`src/rtl/ram_store_pkg.sv`:
```
// Shared RAM-store geometry and responder state encoding, common to cu and the
// store responder so both agree on result RAM size.
package ram_store_pkg;

    localparam int unsigned ADDR_W_DEF = 3;
    localparam int unsigned DATA_W_DEF = 8;

    typedef enum logic [1:0] {
        IDLE,
        DUMP,
        DONE
    } state_t;

endpackage

```
`src/rtl/ram_store_resp_store_mem.sv`:
```
// Result RAM: DEPTH x DATA_W flop array, async active-low clear,
// one synchronous write port, one combinational read port.
module store_mem
    import ram_store_pkg::*;
#(
    parameter int unsigned ADDR_W = ADDR_W_DEF,
    parameter int unsigned DATA_W = DATA_W_DEF
) (
    input  logic              clk,
    input  logic              rst_n,
    input  logic              we,
    input  logic [ADDR_W-1:0] waddr,
    input  logic [DATA_W-1:0] wdata,
    input  logic [ADDR_W-1:0] raddr,
    output logic [DATA_W-1:0] rdata
);

    localparam int unsigned DEPTH = 2 ** ADDR_W;

    logic [DATA_W-1:0] mem [DEPTH];

    always_ff @(posedge clk or negedge rst_n) begin
        if (!rst_n) begin
            for (int unsigned i = 0; i < DEPTH; i++) begin
                mem[i] <= '0;
            end
        end else if (we) begin
            mem[waddr] <= wdata;
        end
    end

    assign rdata = mem[raddr];

endmodule

```
`src/rtl/ram_store_resp.sv`:
```
// RAM-store responder: captures cu result writes while idle and replays the
// whole result RAM in address order over a valid/ready dump port on st_out.
module ram_store_resp
    import ram_store_pkg::*;
#(
    parameter int unsigned ADDR_W = ADDR_W_DEF,
    parameter int unsigned DATA_W = DATA_W_DEF
) (
    input  logic              clk,
    input  logic              rst,
    input  logic              w_ram,
    input  logic [ADDR_W-1:0] wr_addr,
    input  logic [DATA_W-1:0] wr_data,
    input  logic              st_out,
    input  logic              dump_ready,
    output logic              dump_valid,
    output logic [ADDR_W-1:0] dump_addr,
    output logic [DATA_W-1:0] dump_data,
    output logic              busy,
    output logic              done,
    output logic              ovr_err
);

    localparam logic [ADDR_W-1:0] LAST_ADDR = '1;

    state_t            state;
    logic              fire;
    logic              mem_we;
    logic [ADDR_W-1:0] nxt_addr;
    logic [ADDR_W-1:0] rd_addr;
    logic [DATA_W-1:0] rd_data;
    logic [DATA_W-1:0] start_data;

    assign fire     = dump_valid & dump_ready;
    assign mem_we   = w_ram & (state == IDLE);
    assign nxt_addr = dump_addr + ADDR_W'(1);
    // Read port prefetches the next word during a dump, entry 0 otherwise.
    assign rd_addr  = (state == DUMP) ? nxt_addr : '0;
    // A same-edge write to entry 0 must appear as the first dumped word.
    assign start_data = (w_ram && (wr_addr == '0)) ? wr_data : rd_data;

    store_mem #(
        .ADDR_W(ADDR_W),
        .DATA_W(DATA_W)
    ) u_mem (
        .clk  (clk),
        .rst_n(rst),
        .we   (mem_we),
        .waddr(wr_addr),
        .wdata(wr_data),
        .raddr(rd_addr),
        .rdata(rd_data)
    );

    always_ff @(posedge clk or negedge rst) begin
        if (!rst) begin
            state      <= IDLE;
            dump_valid <= 1'b0;
            dump_addr  <= '0;
            dump_data  <= '0;
            ovr_err    <= 1'b0;
        end else begin
            if (w_ram && (state != IDLE)) begin
                ovr_err <= 1'b1;
            end
            case (state)
                IDLE: begin
                    if (st_out) begin
                        state      <= DUMP;
                        dump_addr  <= '0;
                        dump_data  <= start_data;
                        dump_valid <= 1'b1;
                    end
                end
                DUMP: begin
                    if (fire) begin
                        dump_addr <= nxt_addr;
                        if (dump_addr == LAST_ADDR) begin
                            dump_valid <= 1'b0;
                            state      <= DONE;
                        end else begin
                            dump_data <= rd_data;
                        end
                    end
                end
                DONE: begin
                    state <= IDLE;
                end
                default: begin
                    state <= IDLE;
                end
            endcase
        end
    end

    assign busy = (state == DUMP);
    assign done = (state == DONE);

endmodule
```
`config.mk`:
```
export PLATFORM = sky130hd
export DESIGN_NAME = ram_store_resp
export DESIGN_NICKNAME = d
export VERILOG_FILES = /design/src/rtl/ram_store_pkg.sv /design/src/rtl/ram_store_resp_store_mem.sv /design/src/rtl/ram_store_resp.sv
export SDC_FILE = /design/constraint.sdc
export NUM_CORES = 1
export LEC_CHECK = 0
export ABC_AREA = 1
export BUFFER_PORTS_ARGS = -buffer_cell sky130_fd_sc_hd__buf_2
export CELL_PAD_IN_SITES_DETAIL_PLACEMENT = 1
export CELL_PAD_IN_SITES_GLOBAL_PLACEMENT = 2
export CORE_ASPECT_RATIO = 0.6
export CORE_MARGIN = 5
export CORE_UTILIZATION = 30
export CTS_CLUSTER_SIZE = 8
export DETAILED_ROUTE_END_ITERATION = 6
export GPL_TIMING_DRIVEN = 0
export PLACE_DENSITY_LB_ADDON = 0.2
export SLEW_MARGIN = 20
export SYNTH_ARGS = -nofsm -noshare
export SYNTH_HDL_FRONTEND = slang
export SYNTH_SLANG_ARGS = --single-unit
```
`constraint.sdc`:
```
create_clock -name clk -period 1.4 [get_ports clk]
set_input_delay 0.14 -clock clk [delete_from_list [all_inputs] [get_ports clk]]
set_output_delay 0.14 -clock clk [all_outputs]
set_load 0.1 [all_outputs]
```
==> Flow_metrics.wiki, run 1 <==
{| class="wikitable"
! Metric !! Value
|-
| Final Instance Area || between 6000 and 7000 um^2
|-
| DRT antenna net count || 0
|-
| Total clock buffers created by CTS || 9
|-
| Violated checks || negative setup slack
|-
| Yosys warning count || 0
|-
| Count of buffers from port buffering || 30
|-
| Post-detail-place hpwl || approximately 9 mm
|-
| Met2 track demand over resource || 0.294
|-
| Post-synthesis net count || approximately 540
|-
| Via density per instance || between 4 and 5
|-
| Power per unit of standard cell area || 2640 nW/um^2
|-
| Iter 0 DRT Violations || around 210
|-
| Ant diodes || 0
|-
| Count of pins over their slew limit || 0
|-
| Status || finished with violations
|-
| Global Route met3 Usage || 0.0416
|-
| Final worst-path setup slack || -0.310 ns
|-
| Placer Congestion || roughly 0.79
|-
| Final routed wirelength across all metal layers || roughly 15 mm
|-
| Number of flops mapped to enable cells by yosys || 0
|-
| Wire length of the first global-routing pass || about 24 mm
|-
| Number of clock sinks seen by CTS || 79
|-
| Power after layout || 16500 uW
|-
| Layout overhead on the synthesized area || 61.0%
|-
| Most frequent cells after synthesis || 191 x sky130_fd_sc_hd__nand2_1, 85 x sky130_fd_sc_hd__inv_1, 79 x sky130_fd_sc_hd__dfrtp_1
|-
| Class of the most critical hold timing path || in -> reg
|-
| Leakage power summed over all cells || 0.00307 uW
|-
| Detailed-routing iteration count for the pre-antenna-repair pass || 4
|-
| Maximum Capacitance Violations || 0
|-
| Post-synth design cell area || around 3900 um^2
|-
| Source-to-sink clock delay at the later pin of the worst-skew pair || approximately 0.34 ns
|-
| Worst VDD drop || approximately 0.78 mV
|-
| Clock transition at the registers of the reported paths || about 0.060 ns
|-
| Sum of overflow across all layers after global routing || 0
|-
| Routing layer with the top usage in global route || met1
|-
| Worst Tran Pin Value || 0.772 ns
|-
| Routed len/inst || 18.8 um
|-
| Data required time of the critical path || ~1.7 ns
|-
| Layout cells sized above 1 || 0.467
|-
| FFs w/ async S/R, synth || 1.00
|-
| Maximum number of pins on one net before global-route repair || 42
|-
| Startpoint class of the critical path || flip-flop
|-
| Leading cell type by number of instances after synthesis || sky130_fd_sc_hd__nand2_1
|-
| Master cell of the clock root buffer || sky130_fd_sc_hd__clkbuf_16
|-
| Setup clock skew after layout || 0.00495 ns
|-
| Post-Syn Area per Cell || ~7.4 um^2
|-
| Critical setup path kind || reg -> reg
|-
| Portion of the clock cycle consumed by the worst path in the final layout || 1.22
|-
| Number of distinct library cells after synthesis || 21
|-
| Remaining design rule violation count || 0
|-
| Crit. End Element || flip-flop
|-
| Share of Yosys cell area claimed by the top area cell type || 0.511
|-
| Post-synthesis instance total || 521
|-
| Core footprint || roughly 13000 um^2
|-
| Highest Clock Rate || roughly 580 MHz
|-
| Maximum fanout count along the critical path || 10
|-
| Die W || 157 um
|-
| Final Hold Violating Endpoints || 0
|-
| Sequential cell area fraction in the yosys report || 0.511
|-
| Worst path arrival time || ~2.0 ns
|-
| Number of nets in the layout || 640
|-
| Placed inst area || 4350 um^2
|-
| Starting density of the core || 0.304
|-
| Main synth FF type || sky130_fd_sc_hd__dfrtp_1
|-
| Via count of the first global-routing pass || slightly above 4000
|-
| Total Routing Usage GR || 0.202
|-
| Shortest clock period the worst path allows after layout || 1.71 ns
|-
| Final core utilization || 0.489
|-
| Worst slew margin relative to its limit || 0.483
|-
| Antenna violations before repair || 0
|-
| Unrepaired setup endpoints after global routing || yes
|-
| Routed vias || about 3800
|-
| Hold slack || about 0.068 ns
|-
| TritonCTS clock tree || built
|-
| Cell row count || 32
|-
| H-tree Lvls || 3
|-
| Final setup vio count || 74
|-
| Cell type with the largest total area after synthesis || sky130_fd_sc_hd__dfrtp_1
|-
| Overall die area || about 15000 um^2
|-
| FF-to-FF setup slack || -0.31 ns
|-
| GR met1 Demand/Resource || 0.308
|-
| Total of flip-flops plus latches after synthesis || 79
|-
| Most area-consuming cells after synthesis || sky130_fd_sc_hd__dfrtp_1 51%, sky130_fd_sc_hd__nand2_1 19%, sky130_fd_sc_hd__o21ai_0 8.5%
|-
| Number of I/O pins || 31
|-
| Clock Path Buffers || 2
|-
| Overall die height || 98.0 um
|-
| Setup TNS || -10.50 ns
|}
layer usage:
| layer | vias up | share of wire |
|---|---|---|
| met5 | - | 0 |
| met4 | 0 | 0.0089 |
| met3 | 15 | 0.054 |
| met2 | 78 | 0.44 |
| met1 | 1887 | 0.50 |
| li1 | 1835 | - |
final timing paths:
| kind | cells after the start | endpoint | from |
|---|---|---|---|
| max in group asynchronous | 3 | dump_valid | rst |
| min in group asynchronous | 2 | u_mem.mem[34] | rst |
| max reg2reg | 9 | dump_data[5] | state[1] |
| min reg2reg | 1 | ovr_err | ovr_err |
| max | 9 | dump_data[5] | state[1] |
| min | 3 | state[0] | st_out |
layout by cell type, fill, tap and decap left out, types with 9 or more instances in the layout:
cell / Yosys / final
sky130_fd_sc_hd__a21oi_1: 10 / 9
sky130_fd_sc_hd__buf_2: 3 / 27
sky130_fd_sc_hd__buf_4: 4 / 19
sky130_fd_sc_hd__buf_6: 0 / 34
sky130_fd_sc_hd__buf_8: 0 / 16
sky130_fd_sc_hd__clkbuf_16: 0 / 9
sky130_fd_sc_hd__dfrtp_1: 79 / 74
sky130_fd_sc_hd__inv_1: 85 / 80
sky130_fd_sc_hd__nand2_1: 191 / 104
sky130_fd_sc_hd__nand2_2: 2 / 66
sky130_fd_sc_hd__nand2_4: 0 / 14
sky130_fd_sc_hd__nand2_8: 0 / 9
sky130_fd_sc_hd__nand3_1: 50 / 23
sky130_fd_sc_hd__nand3_2: 0 / 26
sky130_fd_sc_hd__o21ai_1: 0 / 32
sky130_fd_sc_hd__o21ai_2: 1 / 32
cell type report:
class                   count  area, um^2
repair buffers             90         860
fillers                  1473        6500
flip-flops and latches     79        1990
clock inverters             5         105
inverters                  87         347
multi-input cells         338        2230
plain buffers              17         240
well taps                 170         213
clock buffers              11         243
critical path, stage by stage (launching register included):
cell and delay [ns]:
sky130_fd_sc_hd__dfrtp_1 0.41, sky130_fd_sc_hd__inv_2 0.10, sky130_fd_sc_hd__nand2_4 0.09, sky130_fd_sc_hd__buf_4 0.16, sky130_fd_sc_hd__o21ai_4 0.23, sky130_fd_sc_hd__o21ai_4 0.14, sky130_fd_sc_hd__clkbuf_8 0.19, sky130_fd_sc_hd__a21oi_1 0.18
sky130_fd_sc_hd__nand2_2 0.09, sky130_fd_sc_hd__nand2_2 0.06
stage by stage:
stage / instances / setup slack, ns
floorplan: 521 / -0.245
global placement: 721 / -0.784
detailed placement: 722 / -0.622
CTS: 793 / -0.270
global route: 797 / -0.391
finish: 797 / -0.310
where the power goes:
part / internal [uW] / total (uW) / switching, uW
Combinational: 3580 / 9410 / 5830
Sequential: 3390 / 4250 / 862
Clock: 1790 / 2800 / 1000
Total: 8760 / 16500 / 7700
sequential cells by signal, summed over array words and instances (netlist names):
register    cells
state           2
dump_valid      1
dump_addr       3
dump_data       8
ovr_err         1
u_mem.mem      64
cells by family (layout without fill, tap and decap cells):
family | count (synthesis) | count (layout) | share of synthesized area
AND/OR/NAND/NOR | 256 | 256 | 0.268
buffers and inverters | 104 | 210 | 0.106
AO/OA/AOI/OAI | 80 | 80 | 0.108
flip-flops | 79 | 79 | 0.511
adder cells (fa/ha/maj) | 2 | 2 | 0.00647
timing repair:
| item | in CTS | in global routing |
|---|---|---|
| gates cloned | 13 | 0 |
| hold buffers | 1 | 0 |
| setup endpoints to repair | 76 | 76 |
| gates resized for setup | 249 | 106 |
| hold endpoints to repair | 40 | 0 |
| setup buffers | 41 | 6 |
| pin swaps | 21 | 21 |
Note: power is estimated with default switching activity, not from simulation.
==> inputs of run 2 (changes only) <==
- CORE_UTILIZATION: 30 -> 37
- clock period: 1.4 -> 2.21 ns (I/O delays scaled with it)
==> run 2 against run 1 <==
Register-to-register slack improved by 0.43 ns. The flow now finishes without violations. Highest routed layer unchanged. Largest cell class is now flip-flops and latches. Power is 51% lower. Setup slack gained 0.43 ns. Final area shrank 27%. Clock power is 42% lower. Sequential share of layout area grew 11 points. Count of clock-buffer cells in the layout up 2.
==> Flow_metrics.wiki, run 2 (synthesis gave the netlist of run 1 again) <==
{| class="wikitable"
! Metric !! Value
|-
| Postcts setup bufs || 0 (-100%)
|-
| Detailed-routing iteration count for the pre-antenna-repair pass || 5 (+1)
|-
| Reg-to-Reg Start || dump_addr[0]
|-
| Source-to-sink clock delay at the later pin of the worst-skew pair || 0.34 ns (about the same)
|-
| Master cell of the clock root buffer || sky130_fd_sc_hd__clkbuf_16
|-
| Starting density of the core || 0.386 (+0.0823)
|-
| Count of buffers from port buffering || 30 (unchanged)
|-
| Setup clock skew after layout || 0.00752 ns (+0.00257 ns)
|-
| Shortest clock period the worst path allows after layout || 2.09 ns (+0.379 ns)
|-
| Power per unit of standard cell area || 1780 nW/um^2 (-33%)
|-
| Worst Tran Pin Value || 0.571 ns (-0.202 ns)
|-
| Register with the most flip-flops || u_mem.mem
|-
| Post-detail-place hpwl || 8.72 mm (-4.4%)
|-
| Setup TNS || 0 ns (+10.50 ns)
|-
| Number of nets in the layout || 582 (-9.1%)
|-
| Launching instance or port of the critical path || dump_addr[0]
|-
| Overall die height || 89.2 um (-8.9%)
|-
| Unrepaired setup endpoints after global routing || no
|-
| Most common cell after layout, fill and taps aside || sky130_fd_sc_hd__nand2_1
|-
| Status || finished, final reports clean
|-
| Count of pins over their slew limit || 0 (unchanged)
|-
| Maximum number of pins on one net before global-route repair || 43 (+2.4%)
|-
| Total clock buffers created by CTS || 9 (unchanged)
|-
| Via count of the first global-routing pass || 3566 (-14%)
|-
| Number of clock sinks seen by CTS || 79 (unchanged)
|-
| Antenna violations before repair || 0 (unchanged)
|-
| DP Worst Slack || 0.0359 ns (+0.658 ns)
|-
| Crit. End Element || flip-flop
|-
| Class of the most critical hold timing path || in -> reg
|-
| H-tree Lvls || 3 (unchanged)
|-
| Routed len/inst || 17.4 um (-7.2%)
|-
| TritonCTS clock tree || built
|-
| Final routed wirelength across all metal layers || 12.3 mm (-18%)
|-
| Startpoint class of the critical path || flip-flop
|-
| Clock Path Buffers || 2 (unchanged)
|-
| Final Hold Violating Endpoints || 0 (unchanged)
|-
| Total Routing Usage GR || 0.210 (+0.00831)
|-
| Hold Path Origin || w_ram
|-
| Routed vias || 3451 (-9.5%)
|-
| Highest-count cells in the layout ignoring fill and taps || 191 x sky130_fd_sc_hd__nand2_1, 85 x sky130_fd_sc_hd__inv_1, 78 x sky130_fd_sc_hd__dfrtp_1
|-
| Critical setup path kind || reg -> reg
|-
| Overall die area || 12700 um^2 (-17%)
|-
| Layout cells sized above 1 || 0.111 (-0.357)
|-
| Core footprint || 10000 um^2 (-21%)
|-
| Ant diodes || 0 (unchanged)
|-
| Final setup vio count || 0 (-100%)
|-
| Highest Clock Rate || 479 MHz (-18%)
|-
| Worst slew margin relative to its limit || 0.619 (+0.136)
|-
| Worst path arrival time || 2.31 ns (+0.32 ns)
|-
| Leakage power summed over all cells || 0.00247 uW (-19%)
|-
| Clock transition at the registers of the reported paths || 0.06 ns (about the same)
|-
| Placer Congestion || 0.841 (+6.6%)
|-
| Layout overhead on the synthesized area || 17.9%
|-
| Data required time of the critical path || 2.43 ns (+0.75 ns)
|-
| Portion of the clock cycle consumed by the worst path in the final layout || 0.945 (-0.276)
|-
| Maximum Capacitance Violations || 0 (unchanged)
|-
| Number of I/O pins || 31 (unchanged)
|-
| Wire length of the first global-routing pass || 20.0 mm (-15%)
|-
| Sum of overflow across all layers after global routing || 0 (unchanged)
|-
| Remaining design rule violation count || 0 (unchanged)
|-
| Maximum fanout count along the critical path || 10 (unchanged)
|-
| Registers with the most flip-flops || u_mem.mem x64, dump_data x8, dump_addr x3
|-
| Iter 0 DRT Violations || 198 (-3.4%)
|-
| Via density per instance || 4.90 (+2.4%)
|-
| Final worst-path setup slack || 0.121 ns (+0.431 ns)
|-
| Die W || 142 um (-9.3%)
|-
| Flip-flop count of the largest register, all copies and words added || 64 (unchanged)
|-
| Cell row count || 28 (-13%)
|-
| Worst VDD drop || 1.10 mV (+42%)
|-
| DRT antenna net count || 0 (unchanged)
|}
==> run 2: cell types whose count changed in the layout (fill, tap and decap cells not counted), moves of 26 or more <==
| cell | before | now |
|---|---|---|
| sky130_fd_sc_hd__buf_6 | 34 | 0 |
| sky130_fd_sc_hd__nand2_2 | 66 | 2 |
| sky130_fd_sc_hd__o21ai_1 | 32 | 0 |
| sky130_fd_sc_hd__nand3_1 | 23 | 50 |
| sky130_fd_sc_hd__nand2_1 | 104 | 191 |
| sky130_fd_sc_hd__o21ai_0 | 2 | 66 |
| sky130_fd_sc_hd__nand3_2 | 26 | 0 |
| sky130_fd_sc_hd__o21ai_2 | 32 | 1 |
==> run 2: per-layer routing <==
layer / routed length (um) / vias to the layer above / global-route usage
met5: 0 / - / 0
met2: 4860 / 70 / 0.300
li1: - / 1690 / -
met3: 585 / 7 / 0.0433
met4: 78 / 0 / 0.0392
met1: 6760 / 1684 / 0.327
==> run 2: final timing paths <==
| check | end | slack [ns] | depth (start not counted) |
|---|---|---|---|
| min in group asynchronous | u_mem.mem[41] | 0.41 | 2 |
| max | dump_data[0] | 0.12 | 10 |
| min | ovr_err | 0.18 | 3 |
| max in group asynchronous | dump_addr[0] | 1.17 | 3 |
| max reg2reg | dump_data[0] | 0.12 | 10 |
| min reg2reg | ovr_err | 0.47 | 1 |
==> run 2: power by group <==
| group | total [uW] | switching [uW] | internal [uW] | leakage (uW) |
|---|---|---|---|---|
| clock network | 1630 | 584 | 1050 | 0.000160 |
| logic | 3950 | 2880 | 1070 | 0.00132 |
| registers | 2520 | 391 | 2130 | 0.000999 |
| total | 8110 | 3850 | 4250 | 0.00247 |
==> run 2: area by class of cell <==
| cell class | count | area (um^2) |
|---|---|---|
| tap | 135 | 169 |
| fill | 1287 | 5460 |
| buffer | 17 | 83.8 |
| inverter | 87 | 327 |
| multi-input combinational | 338 | 1500 |
| clock buffer | 13 | 260 |
| clock inverter | 3 | 65.1 |
| sequential | 79 | 1980 |
| timing repair buffer | 32 | 183 |
==> run 2: per-stage QoR <==
step	utilization	total power, uW	cell area [um^2]	std cells	hold slack (ns)
3_3_place_gp	0.418	6330	4190	686	0.461
2_1_floorplan	-	5360	3870	521	-0.0746
4_1_cts	0.454	8130	4550	704	0.175
3_5_place_dp	0.420	6440	4210	687	0.236
6_report	0.455	8110	4560	704	0.183
5_1_grt	0.455	8730	4560	704	0.214
==> run 2: worst max-delay path, cell delays in order, from the launching register on <==
cell and delay [ns]:
sky130_fd_sc_hd__dfrtp_2 0.41, sky130_fd_sc_hd__clkinv_1 0.28, sky130_fd_sc_hd__nand3_1 0.39, sky130_fd_sc_hd__buf_4 0.25
sky130_fd_sc_hd__nand2_1 0.08, sky130_fd_sc_hd__nand3_1 0.14, sky130_fd_sc_hd__nand2_1 0.08, sky130_fd_sc_hd__nand2_1 0.07
sky130_fd_sc_hd__nand3_1 0.11, sky130_fd_sc_hd__nand2_1 0.10, sky130_fd_sc_hd__nand2_1 0.05
==> run 2: timing repair <==
item	CTS	global route
gates resized for setup	1	4
pin swaps	0	0
hold endpoints to repair	37	0
hold buffers	1	0
endpoints found under the setup margin	1	64
